### src/rtl/axi_lite_regif.sv
// rtl/axi_lite_regif.sv - AXI4-Lite slave to single-cycle req/ack register protocol bridge
module axi_lite_regif #(
  parameter int ADDRESS_WIDTH = 11,
  parameter int ACK_TIMEOUT   = 16
) (
  input  logic                     clk_i,
  input  logic                     reset_ni,
  // write address channel
  input  logic [ADDRESS_WIDTH-1:0] s_axi_awaddr,
  input  logic                     s_axi_awvalid,
  output logic                     s_axi_awready,
  // write data channel
  input  logic [31:0]              s_axi_wdata,
  input  logic [3:0]               s_axi_wstrb,
  input  logic                     s_axi_wvalid,
  output logic                     s_axi_wready,
  // write response channel
  output logic [1:0]               s_axi_bresp,
  output logic                     s_axi_bvalid,
  input  logic                     s_axi_bready,
  // read address channel
  input  logic [ADDRESS_WIDTH-1:0] s_axi_araddr,
  input  logic                     s_axi_arvalid,
  output logic                     s_axi_arready,
  // read data channel
  output logic [31:0]              s_axi_rdata,
  output logic [1:0]               s_axi_rresp,
  output logic                     s_axi_rvalid,
  input  logic                     s_axi_rready,
  // regmap side
  output logic                     wreq_o,
  output logic [ADDRESS_WIDTH-3:0] waddr_o,
  output logic [31:0]              wdata_o,
  input  logic                     wack,
  output logic                     rreq_o,
  output logic [ADDRESS_WIDTH-3:0] raddr_o,
  input  logic [31:0]              rdata,
  input  logic                     rack
);

  localparam logic [1:0]  RESP_OKAY   = 2'b00;
  localparam logic [1:0]  RESP_SLVERR = 2'b10;
  localparam logic        TO_ENABLE   = (ACK_TIMEOUT != 0);
  localparam logic [15:0] TO_LAST     = 16'(ACK_TIMEOUT - 1);

  typedef enum logic [1:0] {W_IDLE, W_REQ, W_WAIT, W_RESP} w_state_t;
  typedef enum logic [1:0] {R_IDLE, R_REQ, R_WAIT, R_RESP} r_state_t;

  w_state_t    r_w_state;
  w_state_t    w_w_state_nxt;
  r_state_t    r_r_state;
  r_state_t    w_r_state_nxt;

  logic        r_init;
  logic        r_aw_held;
  logic        r_w_held;
  logic [15:0] r_w_cnt;
  logic [15:0] r_r_cnt;
  logic [1:0]  r_bresp;
  logic [1:0]  r_rresp;
  logic [31:0] r_rdata;
  logic [ADDRESS_WIDTH-3:0] r_waddr;
  logic [31:0]              r_wdata;
  logic [ADDRESS_WIDTH-3:0] r_raddr;

  logic        w_aw_hs;
  logic        w_w_hs;
  logic        w_ar_hs;
  logic        w_both_held;
  logic        w_w_timeout;
  logic        w_r_timeout;

  // Byte-lane strobes and the byte offset bits carry no information for full-word registers.
  logic        w_unused;
  assign w_unused = &{1'b0, s_axi_wstrb, s_axi_awaddr[1:0], s_axi_araddr[1:0]};

  // Readys stay low through reset and rise on the first clock after release.
  always_ff @(posedge clk_i or negedge reset_ni) begin
    if (!reset_ni) r_init <= 1'b0;
    else           r_init <= 1'b1;
  end

  assign s_axi_awready = r_init && (r_w_state == W_IDLE) && !r_aw_held;
  assign s_axi_wready  = r_init && (r_w_state == W_IDLE) && !r_w_held;
  assign s_axi_arready = r_init && (r_r_state == R_IDLE);

  assign w_aw_hs     = s_axi_awvalid && s_axi_awready;
  assign w_w_hs      = s_axi_wvalid  && s_axi_wready;
  assign w_ar_hs     = s_axi_arvalid && s_axi_arready;
  assign w_both_held = (r_aw_held || w_aw_hs) && (r_w_held || w_w_hs);

  // An ack in the same cycle takes priority, so timeout is only a fallback.
  assign w_w_timeout = TO_ENABLE && (r_w_cnt == TO_LAST);
  assign w_r_timeout = TO_ENABLE && (r_r_cnt == TO_LAST);

  assign wreq_o       = (r_w_state == W_REQ);
  assign rreq_o       = (r_r_state == R_REQ);
  assign s_axi_bvalid = (r_w_state == W_RESP);
  assign s_axi_rvalid = (r_r_state == R_RESP);
  assign s_axi_bresp  = r_bresp;
  assign s_axi_rresp  = r_rresp;
  assign s_axi_rdata  = r_rdata;
  assign waddr_o      = r_waddr;
  assign wdata_o      = r_wdata;
  assign raddr_o      = r_raddr;

  // ---------------------------------------------------------------- write path

  // Write FSM state register.
  always_ff @(posedge clk_i or negedge reset_ni) begin
    if (!reset_ni) r_w_state <= W_IDLE;
    else           r_w_state <= w_w_state_nxt;
  end

  // Write FSM next-state: AW and W may arrive in either order before the request.
  always_comb begin
    w_w_state_nxt = r_w_state;
    case (r_w_state)
      W_IDLE:  if (w_both_held) w_w_state_nxt = W_REQ;
      W_REQ:   w_w_state_nxt = W_WAIT;
      W_WAIT:  if (wack || w_w_timeout) w_w_state_nxt = W_RESP;
      W_RESP:  if (s_axi_bready) w_w_state_nxt = W_IDLE;
      default: w_w_state_nxt = W_IDLE;
    endcase
  end

  // Beat capture; address and data hold until the next captured write because
  // the regmap decodes them combinationally.
  always_ff @(posedge clk_i or negedge reset_ni) begin
    if (!reset_ni) begin
      r_aw_held <= 1'b0;
      r_w_held  <= 1'b0;
      r_waddr   <= '0;
      r_wdata   <= '0;
    end else begin
      if (w_aw_hs) r_waddr <= s_axi_awaddr[ADDRESS_WIDTH-1:2];
      if (w_w_hs)  r_wdata <= s_axi_wdata;
      if (r_w_state == W_IDLE && w_both_held) begin
        r_aw_held <= 1'b0;
        r_w_held  <= 1'b0;
      end else begin
        if (w_aw_hs) r_aw_held <= 1'b1;
        if (w_w_hs)  r_w_held  <= 1'b1;
      end
    end
  end

  // Write wait counter and response code.
  always_ff @(posedge clk_i or negedge reset_ni) begin
    if (!reset_ni) begin
      r_w_cnt <= '0;
      r_bresp <= RESP_OKAY;
    end else begin
      if (r_w_state == W_REQ) begin
        r_w_cnt <= '0;
      end else if (r_w_state == W_WAIT) begin
        r_w_cnt <= r_w_cnt + 16'd1;
        if (wack)             r_bresp <= RESP_OKAY;
        else if (w_w_timeout) r_bresp <= RESP_SLVERR;
      end
    end
  end

  // ---------------------------------------------------------------- read path

  // Read FSM state register.
  always_ff @(posedge clk_i or negedge reset_ni) begin
    if (!reset_ni) r_r_state <= R_IDLE;
    else           r_r_state <= w_r_state_nxt;
  end

  // Read FSM next-state.
  always_comb begin
    w_r_state_nxt = r_r_state;
    case (r_r_state)
      R_IDLE:  if (w_ar_hs) w_r_state_nxt = R_REQ;
      R_REQ:   w_r_state_nxt = R_WAIT;
      R_WAIT:  if (rack || w_r_timeout) w_r_state_nxt = R_RESP;
      R_RESP:  if (s_axi_rready) w_r_state_nxt = R_IDLE;
      default: w_r_state_nxt = R_IDLE;
    endcase
  end

  // Read address capture.
  always_ff @(posedge clk_i or negedge reset_ni) begin
    if (!reset_ni)    r_raddr <= '0;
    else if (w_ar_hs) r_raddr <= s_axi_araddr[ADDRESS_WIDTH-1:2];
  end

  // Read wait counter, response data and code; a timeout returns zero data.
  always_ff @(posedge clk_i or negedge reset_ni) begin
    if (!reset_ni) begin
      r_r_cnt <= '0;
      r_rresp <= RESP_OKAY;
      r_rdata <= '0;
    end else begin
      if (r_r_state == R_REQ) begin
        r_r_cnt <= '0;
      end else if (r_r_state == R_WAIT) begin
        r_r_cnt <= r_r_cnt + 16'd1;
        if (rack) begin
          r_rdata <= rdata;
          r_rresp <= RESP_OKAY;
        end else if (w_r_timeout) begin
          r_rdata <= '0;
          r_rresp <= RESP_SLVERR;
        end
      end
    end
  end

endmodule

### config.mk
export PLATFORM = sky130hd
export DESIGN_NAME = axi_lite_regif
export DESIGN_NICKNAME = d
export VERILOG_FILES = /design/src/rtl/axi_lite_regif.sv
export SDC_FILE = /design/constraint.sdc
export NUM_CORES = 1
export LEC_CHECK = 0
export BUFFER_PORTS_ARGS = -buffer_cell sky130_fd_sc_hd__buf_4
export CORE_ASPECT_RATIO = 0.6
export CORE_MARGIN = 2
export CORE_UTILIZATION = 45
export DETAILED_ROUTE_END_ITERATION = 7
export GPL_ROUTABILITY_DRIVEN = 1
export PLACE_DENSITY = 0.77
export SLEW_MARGIN = 20
export SYNTH_ARGS = -nofsm -noshare
export SYNTH_HDL_FRONTEND = slang
export SYNTH_SLANG_ARGS = --single-unit
### constraint.sdc
create_clock -name clk_i -period 1.8 [get_ports clk_i]
set_input_delay 0.36 -clock clk_i [delete_from_list [all_inputs] [get_ports clk_i]]
set_output_delay 0.36 -clock clk_i [all_outputs]
set_load 0.02 [all_outputs]
==> metrics.md <==
| Metric | Value |
|---|---|
| Worst R2R End | r_w_cnt[15]$_DFFE_PN0P_ |
| Max VDD drop | 1.00 mV |
| Setup crit end | r_w_cnt[15]$_DFFE_PN0P_ |
| Total Nets Final | ~740 |
| Fin Clk Skew | 0.00997 ns |
| Critical Path Source | r_w_state[1]$_DFFE_PN0P_ |
| Avg WL per Cell | around 17 µm |
| IO buf count | approximately 180 |
| Lkg Pwr | 3.74 nW |
| # H-tree levels | 4 |
| CP arrival | 2.12 ns |
| Worst hold path type | in -> async |
| Storage element area | roughly 3000 µm² |
| DR iter-0 viols | 244 |
| Worst-path cell chain | inv_2 > ha_4 > nand4_2 > or3_1 > or4_1 > a21oi_1 |
| Most common flop cell mapped by yosys | dfrtp_1 |
| Initial antenna violation count | 0 |
| Synthesized cell area | 5250 µm² |
| Clock buffer depth | 2 |
| Worst path depth | 6 |
| Placer Congestion | 0.899 |
| Clock sink count | 123 |
| Largest net degree at the start of global routing | 90 |
| Vias in the first global route | 4,044 |
| Pins Over Slew Limit | 0 |
| Worst r2r src | r_w_state[1]$_DFFE_PN0P_ |
| CTS tree | done |
| Drt pass-1 iters | 4 |
| Final critical-path required period | between 1.5 and 2 ns |
| Die X | 143 µm |
| Synth warn | 0 |
| Crit Path Max Fanout | 6 |
| Status | complete, but fails checks |
| Remaining DRCs | 0 |
| Synthesis-to-finish area growth | 47.7% |
| Commonest non-fill, non-tap cell in the layout | buf_4 |
| Via/cell ratio | 5.13 |
| Async set-reset flop share out of synthesis | 1.00 |
| CP Launch Type | flip-flop |
| Kind of critical path | reg -> reg |
| Total Power | 14.4 mW |
| Clock root cell | clkbuf_16 |
| Worst skew pair latency | 0.41 ns |
| Power per cell area | 1860 nW/µm² |
| Largest area contributor in the netlist | dfrtp_1 |
| Max incr delay on CP | 0.41 ns |
| Overflow after GRT | 0 |
| Combined area of the multi-input logic cells | 2130 µm² |
| CP bufs+invs | 1 |
| ANT nets after route | 0 |
| DP HPWL | 9580 µm |
| RSZ-0062 raised after global routing | yes |
| Worst reg2reg path depth | 6 |
| Post-synth EDFFs | 0 |
| Antenna fix cells | 0 |
| Failing checks | negative hold slack |
| Die H | 87.6 µm |
| Total core area | 11,300 µm² |
| Largest cells by area after synthesis | dfrtp_1 (59%), mux2_2 (11%), a22o_1 (5.3%) |
| Clock slew at reported path FFs | approximately 0.060 ns |
| Cell Rows | 30 |
| Setup_tns | 0 ns |
| # fillers | 816 |
| Sequential cell area fraction in the yosys report | 0.587 |
| Final Hold Vio Count | 12 |
| Synth top area share | 0.587 |
| Period Utilization, post-route | 0.995 |
| Max cap viols | 0 |
| Via count | 4,101 |
| Post-synthesis cell type count | 47 |
| Reg2Reg Setup Slack | between 0.009 and 0.01 ns |
| Slowest cell on the critical path | or4_1 |
| Area of the die | 12,600 µm² |
| I/O Pins | approximately 190 |
| CTS Buf Count | 17 |
| F_max | 559 MHz |
| CP Capture Type | flip-flop |
| Minimum hold slack | -0.0282 ns |
| CP required | 2.13 ns |
| Critical path's top delay family | simple AND/OR/NAND/NOR gates |
| Share of cells above drive strength 1 | 0.502 |
| #FFs+latches synth | 123 |
| First-pass GRT wire length | 20,700 µm |
| Gate Count Post-Synth | 415 |
| Most frequent cells in the layout | buf_4 (201), dfrtp_1 (123), mux2_2 (52), a22o_1 (32), nor2_1 (19) |
| Syn avg cell area | roughly 13 µm² |
| Overall global routing resource usage | 0.216 |
| Drt total wl | approximately 13,000 µm |
| Initial Util | 0.463 |
| Final setup viols | 0 |
-- routing by layer --
layer / share of wire / track usage / vias to the layer above
li1: - / - / 1930
met1: 0.46 / 0.289 / 2027
met2: 0.46 / 0.342 / 130
met3: 0.060 / 0.0634 / 14
met4: 0.011 / 0.0695 / 0
met5: 0 / 0 / -
-- synth_stat cells, types with 3 or more instances --
library cell and instances:
ha_1 12, nor2_1 21, o31ai_1 5, nand2_1 10, or4_1 3, nand4_1 9
mux2_2 52, a21oi_1 9, and2_1 5, or3_1 4, a22o_1 32, clkbuf_1 10
o21ai_0 10, nand3_1 13, and3_1 3, nand2b_1 6, and4_1 3, dfrtp_1 123
xor2_1 7, xnor2_1 9, inv_1 15, nor4_1 12, nor3_1 3, buf_2 6
o22ai_1 3
-- repair_timing --
action	in CTS	in global routing
hold endpoints to repair	0	0
hold buffers	0	0
gates resized for setup	5	18
endpoints found under the setup margin	4	9
setup buffers	0	3
pin swaps	0	7
-- stage by stage --
stage / hold WS (ns) / utilization / setup WS [ns] / cell area [µm²] / cells
after global routing: 0.00795 / 0.684 / -0.0168 / 7750 / 799
after global placement: 0.431 / 0.620 / 0.0568 / 7030 / 765
after CTS: 0.00476 / 0.675 / -0.00383 / 7650 / 796
after floorplan: 0.0644 / - / -0.00278 / 5280 / 416
after detailed placement: 0.439 / 0.620 / 0.0157 / 7030 / 765
final: -0.0282 / 0.684 / 0.00981 / 7750 / 799
-- sequential cells by signal, summed over array words and instances, names as in the netlist, 2 cells and up --
register	count
s_axi_rdata	32
wdata_o	32
r_r_cnt	16
r_w_cnt	16
raddr_o	9
waddr_o	9
r_r_state	2
r_w_state	2
-- area by class of cell --
type | instances | share of cell area
Timing Repair Buffer | 210 | 0.215
Multi-Input combinational cell | 259 | 0.275
Clock buffer | 18 | 0.0554
Sequential cell | 123 | 0.397
Clock inverter | 14 | 0.0242
Inverter | 15 | 0.00727
Tap cell | 160 | 0.0258
-- kinds of logic after synthesis --
family | share of synthesized area
muxes | 0.115
DFF | 0.587
and+or+nand+nor | 0.113
adders and majority gates | 0.0286
other | 0.00143
buffers and inverters | 0.0272
xor gates and xnor gates | 0.0267
AOI/OAI and AO/OA | 0.101
-- power by group --
group          total, mW  internal, mW  switching (mW)  leakage [nW]
logic               6.27          3.06            3.21          1.89
clock network       3.55          2.21            1.34         0.298
registers           4.57          3.87           0.694          1.55
-- worst min-delay path by stage --
stage	cells past startpoint	startpoint	to
floorplan	0	reset_ni	r_aw_held$_DFFE_PN0P_
global placement	2	reset_ni	s_axi_bresp[1]$_DFFE_PN0P_
detailed placement	2	reset_ni	s_axi_bresp[1]$_DFFE_PN0P_
CTS	2	reset_ni	s_axi_bresp[1]$_DFFE_PN0P_
global route	2	reset_ni	s_axi_bresp[1]$_DFFE_PN0P_
finish	2	reset_ni	s_axi_bresp[1]$_DFFE_PN0P_
(Power assumes the default switching activity.)
